===== src/rtl/otter_io_pkg.sv =====
// Shared constants and types for the OTTER IOBUS responder and its timer.
// The timer is compiled in only when OTTER_IO_TIMER_EN is defined.
package otter_io_pkg;

  localparam logic [31:0] BASE_ADDR_DEFAULT = 32'h1100_0000;

  localparam logic [7:0] OFF_SW         = 8'h00;
  localparam logic [7:0] OFF_LED        = 8'h20;
  localparam logic [7:0] OFF_TMR_CTRL   = 8'h40;
  localparam logic [7:0] OFF_TMR_COUNT  = 8'h44;
  localparam logic [7:0] OFF_TMR_RELOAD = 8'h48;
  localparam logic [7:0] OFF_TMR_STATUS = 8'h4C;

  localparam int CTRL_EN          = 0;
  localparam int CTRL_AUTO_RELOAD = 1;
  localparam int CTRL_IRQ_EN      = 2;
  localparam int CTRL_WIDTH       = 3;

  typedef enum logic {
    IDLE = 1'b0,
    RUN  = 1'b1
  } timer_state_t;

  // Word-aligned offset within the 256-byte region; byte lanes are ignored.
  function automatic logic [7:0] word_offset(input logic [31:0] addr);
    return {addr[7:2], 2'b00};
  endfunction

endpackage


===== src/rtl/otter_io_timer.sv =====
// Programmable down-counting timer with auto-reload and a level interrupt.
// Instantiated by otter_io_responder only when OTTER_IO_TIMER_EN is defined.
module otter_io_timer
  import otter_io_pkg::*;
(
  input  logic                  clk,
  input  logic                  rst,
  input  logic                  wr_ctrl,
  input  logic                  wr_count,
  input  logic                  wr_reload,
  input  logic                  wr_status,
  input  logic [31:0]           wdata,
  output logic [CTRL_WIDTH-1:0] ctrl,
  output logic [31:0]           count,
  output logic [31:0]           reload,
  output logic                  expired,
  output logic                  intr
);

  timer_state_t          state_reg;
  logic [CTRL_WIDTH-1:0] ctrl_reg;
  logic [31:0]           count_reg;
  logic [31:0]           reload_reg;
  logic                  expired_reg;

  logic running;
  logic stop_write;
  logic expire_now;

  assign running    = (state_reg == RUN);
  assign stop_write = wr_ctrl && !wdata[CTRL_EN];
  // A CPU store to COUNT pre-empts the whole countdown step, including expiry.
  assign expire_now = running && (count_reg == 32'd0) && !wr_count;

  always_ff @(posedge clk or posedge rst) begin
    if (rst) begin
      state_reg   <= IDLE;
      ctrl_reg    <= '0;
      count_reg   <= '0;
      reload_reg  <= '0;
      expired_reg <= 1'b0;
    end else begin
      if (wr_reload) begin
        reload_reg <= wdata;
      end

      // A fresh expiry wins over a simultaneous W1C.
      if (expire_now) begin
        expired_reg <= 1'b1;
      end else if (wr_status && wdata[0]) begin
        expired_reg <= 1'b0;
      end

      if (wr_count) begin
        count_reg <= wdata;
      end else if (running && !stop_write) begin
        if (count_reg != 32'd0) begin
          count_reg <= count_reg - 32'd1;
        end else if (ctrl_reg[CTRL_AUTO_RELOAD]) begin
          count_reg <= reload_reg;
        end
      end

      if (wr_ctrl) begin
        ctrl_reg  <= wdata[CTRL_WIDTH-1:0];
        state_reg <= wdata[CTRL_EN] ? RUN : IDLE;
      end else if (expire_now && !ctrl_reg[CTRL_AUTO_RELOAD]) begin
        ctrl_reg[CTRL_EN] <= 1'b0;
        state_reg         <= IDLE;
      end
    end
  end

  assign ctrl    = ctrl_reg;
  assign count   = count_reg;
  assign reload  = reload_reg;
  assign expired = expired_reg;
  assign intr    = expired_reg & ctrl_reg[CTRL_IRQ_EN];

endmodule


===== src/rtl/otter_io_responder.sv =====
// OTTER IOBUS responder: switch port, LED register and optional timer with
// registered one-cycle read data. Timer is present when OTTER_IO_TIMER_EN is defined.
module otter_io_responder
  import otter_io_pkg::*;
#(
  parameter logic [31:0] BASE_ADDR = BASE_ADDR_DEFAULT,
  parameter int          SW_WIDTH  = 16,
  parameter int          LED_WIDTH = 16
) (
  input  logic                 CLK,
  input  logic                 RESET,
  input  logic [31:0]          IOBUS_ADDR,
  input  logic [31:0]          IOBUS_OUT,
  input  logic                 IOBUS_WR,
  output logic [31:0]          IOBUS_IN,
  input  logic [SW_WIDTH-1:0]  SWITCHES,
  output logic [LED_WIDTH-1:0] LEDS,
  output logic                 INTR
);

  logic                 hit;
  logic [7:0]           offset;
  logic                 wr_hit;
  logic [SW_WIDTH-1:0]  sw_meta_reg;
  logic [SW_WIDTH-1:0]  sw_sync_reg;
  logic [LED_WIDTH-1:0] led_reg;
  logic [31:0]          rdata_next;
  logic [31:0]          rdata_reg;

  assign hit    = (IOBUS_ADDR[31:8] == BASE_ADDR[31:8]);
  assign offset = word_offset(IOBUS_ADDR);
  assign wr_hit = IOBUS_WR && hit;

  always_ff @(posedge CLK or posedge RESET) begin
    if (RESET) begin
      sw_meta_reg <= '0;
      sw_sync_reg <= '0;
      led_reg     <= '0;
      rdata_reg   <= '0;
    end else begin
      sw_meta_reg <= SWITCHES;
      sw_sync_reg <= sw_meta_reg;
      if (wr_hit && (offset == OFF_LED)) begin
        led_reg <= IOBUS_OUT[LED_WIDTH-1:0];
      end
      rdata_reg <= rdata_next;
    end
  end

  assign LEDS     = led_reg;
  assign IOBUS_IN = rdata_reg;

`ifdef OTTER_IO_TIMER_EN
  logic [CTRL_WIDTH-1:0] tmr_ctrl;
  logic [31:0]           tmr_count;
  logic [31:0]           tmr_reload;
  logic                  tmr_expired;

  otter_io_timer u_timer (
    .clk       (CLK),
    .rst       (RESET),
    .wr_ctrl   (wr_hit && (offset == OFF_TMR_CTRL)),
    .wr_count  (wr_hit && (offset == OFF_TMR_COUNT)),
    .wr_reload (wr_hit && (offset == OFF_TMR_RELOAD)),
    .wr_status (wr_hit && (offset == OFF_TMR_STATUS)),
    .wdata     (IOBUS_OUT),
    .ctrl      (tmr_ctrl),
    .count     (tmr_count),
    .reload    (tmr_reload),
    .expired   (tmr_expired),
    .intr      (INTR)
  );
`else
  assign INTR = 1'b0;
`endif

  always_comb begin
    rdata_next = '0;
    if (hit) begin
      case (offset)
        OFF_SW:         rdata_next[SW_WIDTH-1:0]   = sw_sync_reg;
        OFF_LED:        rdata_next[LED_WIDTH-1:0]  = led_reg;
`ifdef OTTER_IO_TIMER_EN
        OFF_TMR_CTRL:   rdata_next[CTRL_WIDTH-1:0] = tmr_ctrl;
        OFF_TMR_COUNT:  rdata_next                 = tmr_count;
        OFF_TMR_RELOAD: rdata_next                 = tmr_reload;
        OFF_TMR_STATUS: rdata_next[0]              = tmr_expired;
`endif
        default:        rdata_next                 = '0;
      endcase
    end
  end

endmodule


===== config.mk =====
export PLATFORM = sky130hd
export DESIGN_NAME = otter_io_responder
export DESIGN_NICKNAME = d
export VERILOG_FILES = /design/src/rtl/otter_io_pkg.sv /design/src/rtl/otter_io_timer.sv /design/src/rtl/otter_io_responder.sv
export SDC_FILE = /design/constraint.sdc
export NUM_CORES = 1
export LEC_CHECK = 0
export ABC_CLOCK_PERIOD_IN_PS = 3000
export BUFFER_PORTS_ARGS = -buffer_cell sky130_fd_sc_hd__buf_2
export CAP_MARGIN = 20
export CORE_ASPECT_RATIO = 0.6
export CORE_UTILIZATION = 35
export DETAILED_ROUTE_END_ITERATION = 16
export HOLD_SLACK_MARGIN = 0.05
export PLACE_DENSITY_LB_ADDON = 0.2
export REMOVE_ABC_BUFFERS = 1
export SETUP_SLACK_MARGIN = 0.5
export SKIP_LAST_GASP = 1
export SYNTH_ARGS = -nofsm -noshare
export SYNTH_HDL_FRONTEND = slang
export SYNTH_SLANG_ARGS = --single-unit
export TNS_END_PERCENT = 20

===== constraint.sdc =====
create_clock -name CLK -period 3 [get_ports CLK]
set_input_delay 0.3 -clock CLK [delete_from_list [all_inputs] [get_ports CLK]]
set_output_delay 0.3 -clock CLK [all_outputs]
set_load 0.005 [all_outputs]

==> summary.txt <==
Die
  • IO Count: 132
  • Initial Utilization: 0.370
  • Chip width: 107 um
  • # rows: 22
  • DIE AREA: 6940 um^2
  • Die Y: 64.9 um
  • Core Area: 6250 um^2

Yosys
  • Synth Warn #: 0
  • Synth top area share: 0.693
  • Syn Inst Count: 153
  • #FFs+latches synth: 64
  • Synth cell types: 21
  • Synthesized area per cell: 15.1 um^2
  • Mapped Area: 2310 um^2
  • Area contributors post-synth: dfrtp_1, mux2_4, buf_4, a22oi_1, mux2_2
  • Post-synth top area cell: dfrtp_1
  • Seq/Total Area, Yosys: 0.693

CTS
  • Clock transition at the registers of the reported paths: 0.07 ns
  • Clock latency on the worst-skew pair: 0.33 ns
  • CTS tree: built
  • H-tree levels: 3
  • TritonCTS Sinks: 64
  • Clock Tree Root: clkbuf_8
  • CTS max path bufs: 2
  • Cts bufs inserted: 9

Critical path
  • Crit-path max cell delay: 0.35 ns
  • Required @ worst endpoint: 3.22 ns
  • CP Capture Type: register
  • CP max FO: 8
  • Crit path max-delay cell type: mux2_2
  • CP arrival: 1.77 ns
  • Worst path cell trace: buf_2 > nor4_1 > nand2_1 > nor4b_4 > buf_4 > mux2_2
  • Crit Path Category: input port to register
  • CP startpoint kind: input port

Power
  • Seq pwr share: 0.552
  • Internal power: 1.25 mW
  • Worst vdd ir: 264 uV
  • Combinational power share: 0.053
  • Switching Power: 362 uW
  • Total power: 1.61 mW
  • Pwr dens: 516 nW/um^2
  • Switching Fraction: 0.225
  • Power share of the clock group: 0.395
  • Static Leak: 1.61 nW

Global route
  • Largest net degree at the start of global routing: 65
  • Initial antenna violation count: 0
  • GRT Total Usage: 0.151
  • First-pass GRT wire length: 7540 um
  • Vias in the first global route: 1515
  • GRT overflow: 0

Drt
  • DR vias: 1516
  • Drt drc: 0
  • Pre-antenna DRT Iters: 4
  • DRT Wirelength: 4640 um
  • Antenna-violating nets left: 0
  • WL/cell: 13.0 um
  • Vias per inst: 4.23
  • DR iter-0 viols: 29

Flow run
  • Max-cap violations: 0

Timing
  • Highest clock rate: 644 MHz
  • Final setup viols: 0
  • Worst-Margin Slew: 0.788 ns
  • Fin. max-slew vios: 0
  • Fin crit share: 0.518
  • Max-slew headroom: 0.475
  • Shortest period the worst path allows: 1.55 ns
  • TNS Setup: 0 ns
  • Fin. Hold Viols: 0
  • RSZ-0062 raised after global routing: no
  • Setup Skew: 0.00636 ns

Finish
  • ANT cells: 0
  • Fin nets: 352
  • Fillers: 599
  • Layout Cells excl Fill: 358
  • Layout area overhead: 35.1%
  • Post-route cell area: 3120 um^2
  • Fraction of layout cells with a size suffix above 1: 0.504
  • Fin util: 0.499

Place
  • Global placement routability congestion: 0.774
  • Dpl cell area: 2820 um^2
  • HPWL Detailed: 3090 um
  • IO buf count: 96
  • Placed Cells: 329

Run status
  • Status: finished clean

Worst hold path
  • Worst min path class: input port to register
cell usage in the layout (no fill, tap or decap), drive strengths merged, types with 2 or more instances in the layout:
| cell | instances |
|---|---|
| inv | 2 |
| a22oi | 16 |
| conb | 17 |
| buf | 100 |
| nor2 | 17 |
| clkinvlp | 3 |
| mux2 | 16 |
| dfrtp | 64 |
| clkinv | 2 |
| nor4 | 4 |
| clkbuf | 11 |
| dlygate4sd3 | 13 |
| nor4b | 3 |
layout make-up:
type / instances / area (um^2) / area share
tap: 84 / 105 / 0.0337
multi-input combinational: 79 / 592 / 0.190
clock buffer: 11 / 141 / 0.0453
timing repair buffer: 113 / 641 / 0.205
clock inverter: 5 / 32.5 / 0.0104
sequential: 64 / 1600 / 0.513
inverter: 2 / 7.51 / 0.00241
power groups by stage:
stage / clock [mW] / combinational (mW) / sequential (mW)
after floorplan: 0 / 0.0234 / 0.905
after global placement: 0 / 0.0717 / 0.905
final: 0.636 / 0.0847 / 0.889
after CTS: 0.658 / 0.0759 / 0.890
after detailed placement: 0 / 0.0728 / 0.906
after global routing: 0.714 / 0.0966 / 0.891
critical path: cells and delay by family:
kind,cells,cell delay [ns]
buffers and inverters,2,0.34
multiplexers,1,0.35
AND/OR/NAND/NOR,3,0.77
what timing repair did:
| action | CTS | global route |
|---|---|---|
| buffers inserted | 0 | 0 |
| resized for setup | 0 | 0 |
| hold buffers | 3 | 10 |
| hold endpoints to repair | 3 | 10 |
final timing paths:
path	startpoint	to	slack (ns)	cells after the start
hold reg to reg	sw_meta_reg[8]$_DFF_PP0_	sw_sync_reg[8]$_DFF_PP0_	0.34	0
max in group asynchronous	RESET	IOBUS_IN[4]$_DFF_PP0_	2.29	3
min in group asynchronous	RESET	sw_meta_reg[0]$_DFF_PP0_	0.18	3
hold / removal	SWITCHES[5]	sw_meta_reg[5]$_DFF_PP0_	0.07	1
setup reg to reg	LEDS[14]$_DFFE_PP0P_	LEDS[14]$_DFFE_PP0P_	2.20	1
setup / recovery	IOBUS_ADDR[12]	LEDS[10]$_DFFE_PP0P_	1.45	6
kinds of logic after synthesis:
logic type,synth area share
multiplexers,0.0943
flip-flops,0.693
buffers and inverters,0.0764
AO/OA/AOI/OAI,0.0520
AND/OR/NAND/NOR,0.0823
other,0.00162
cells in the mapped netlist:
cell type	n
nor4_1	3
mux2_4	10
buf_4	18
buf_1	1
nor3_2	1
inv_1	2
conb_1	1
nor4b_4	1
nand2_1	1
or2_2	1
nor2_1	17
and3_1	1
clkbuf_1	4
and3b_1	1
mux2_2	6
nor4b_2	2
nand4_1	1
nor4_2	1
a22oi_1	16
buf_8	1
dfrtp_1	64
metrics by stage:
stage	hold slack [ns]	setup slack, ns
after floorplan	0.331	0.699
after global placement	0.331	1.11
after detailed placement	0.336	1.07
after CTS	0.0503	1.43
after global routing	0.0516	1.30
final	0.0709	1.45
per-layer routing:
metal,vias to the layer above,global-route usage,share of wire
met5,-,0,0
met4,0,0.0668,0.017
met3,9,0.0704,0.082
met2,63,0.224,0.43
met1,723,0.190,0.47
li1,721,-,-
Power figures use the tool's default switching activity.
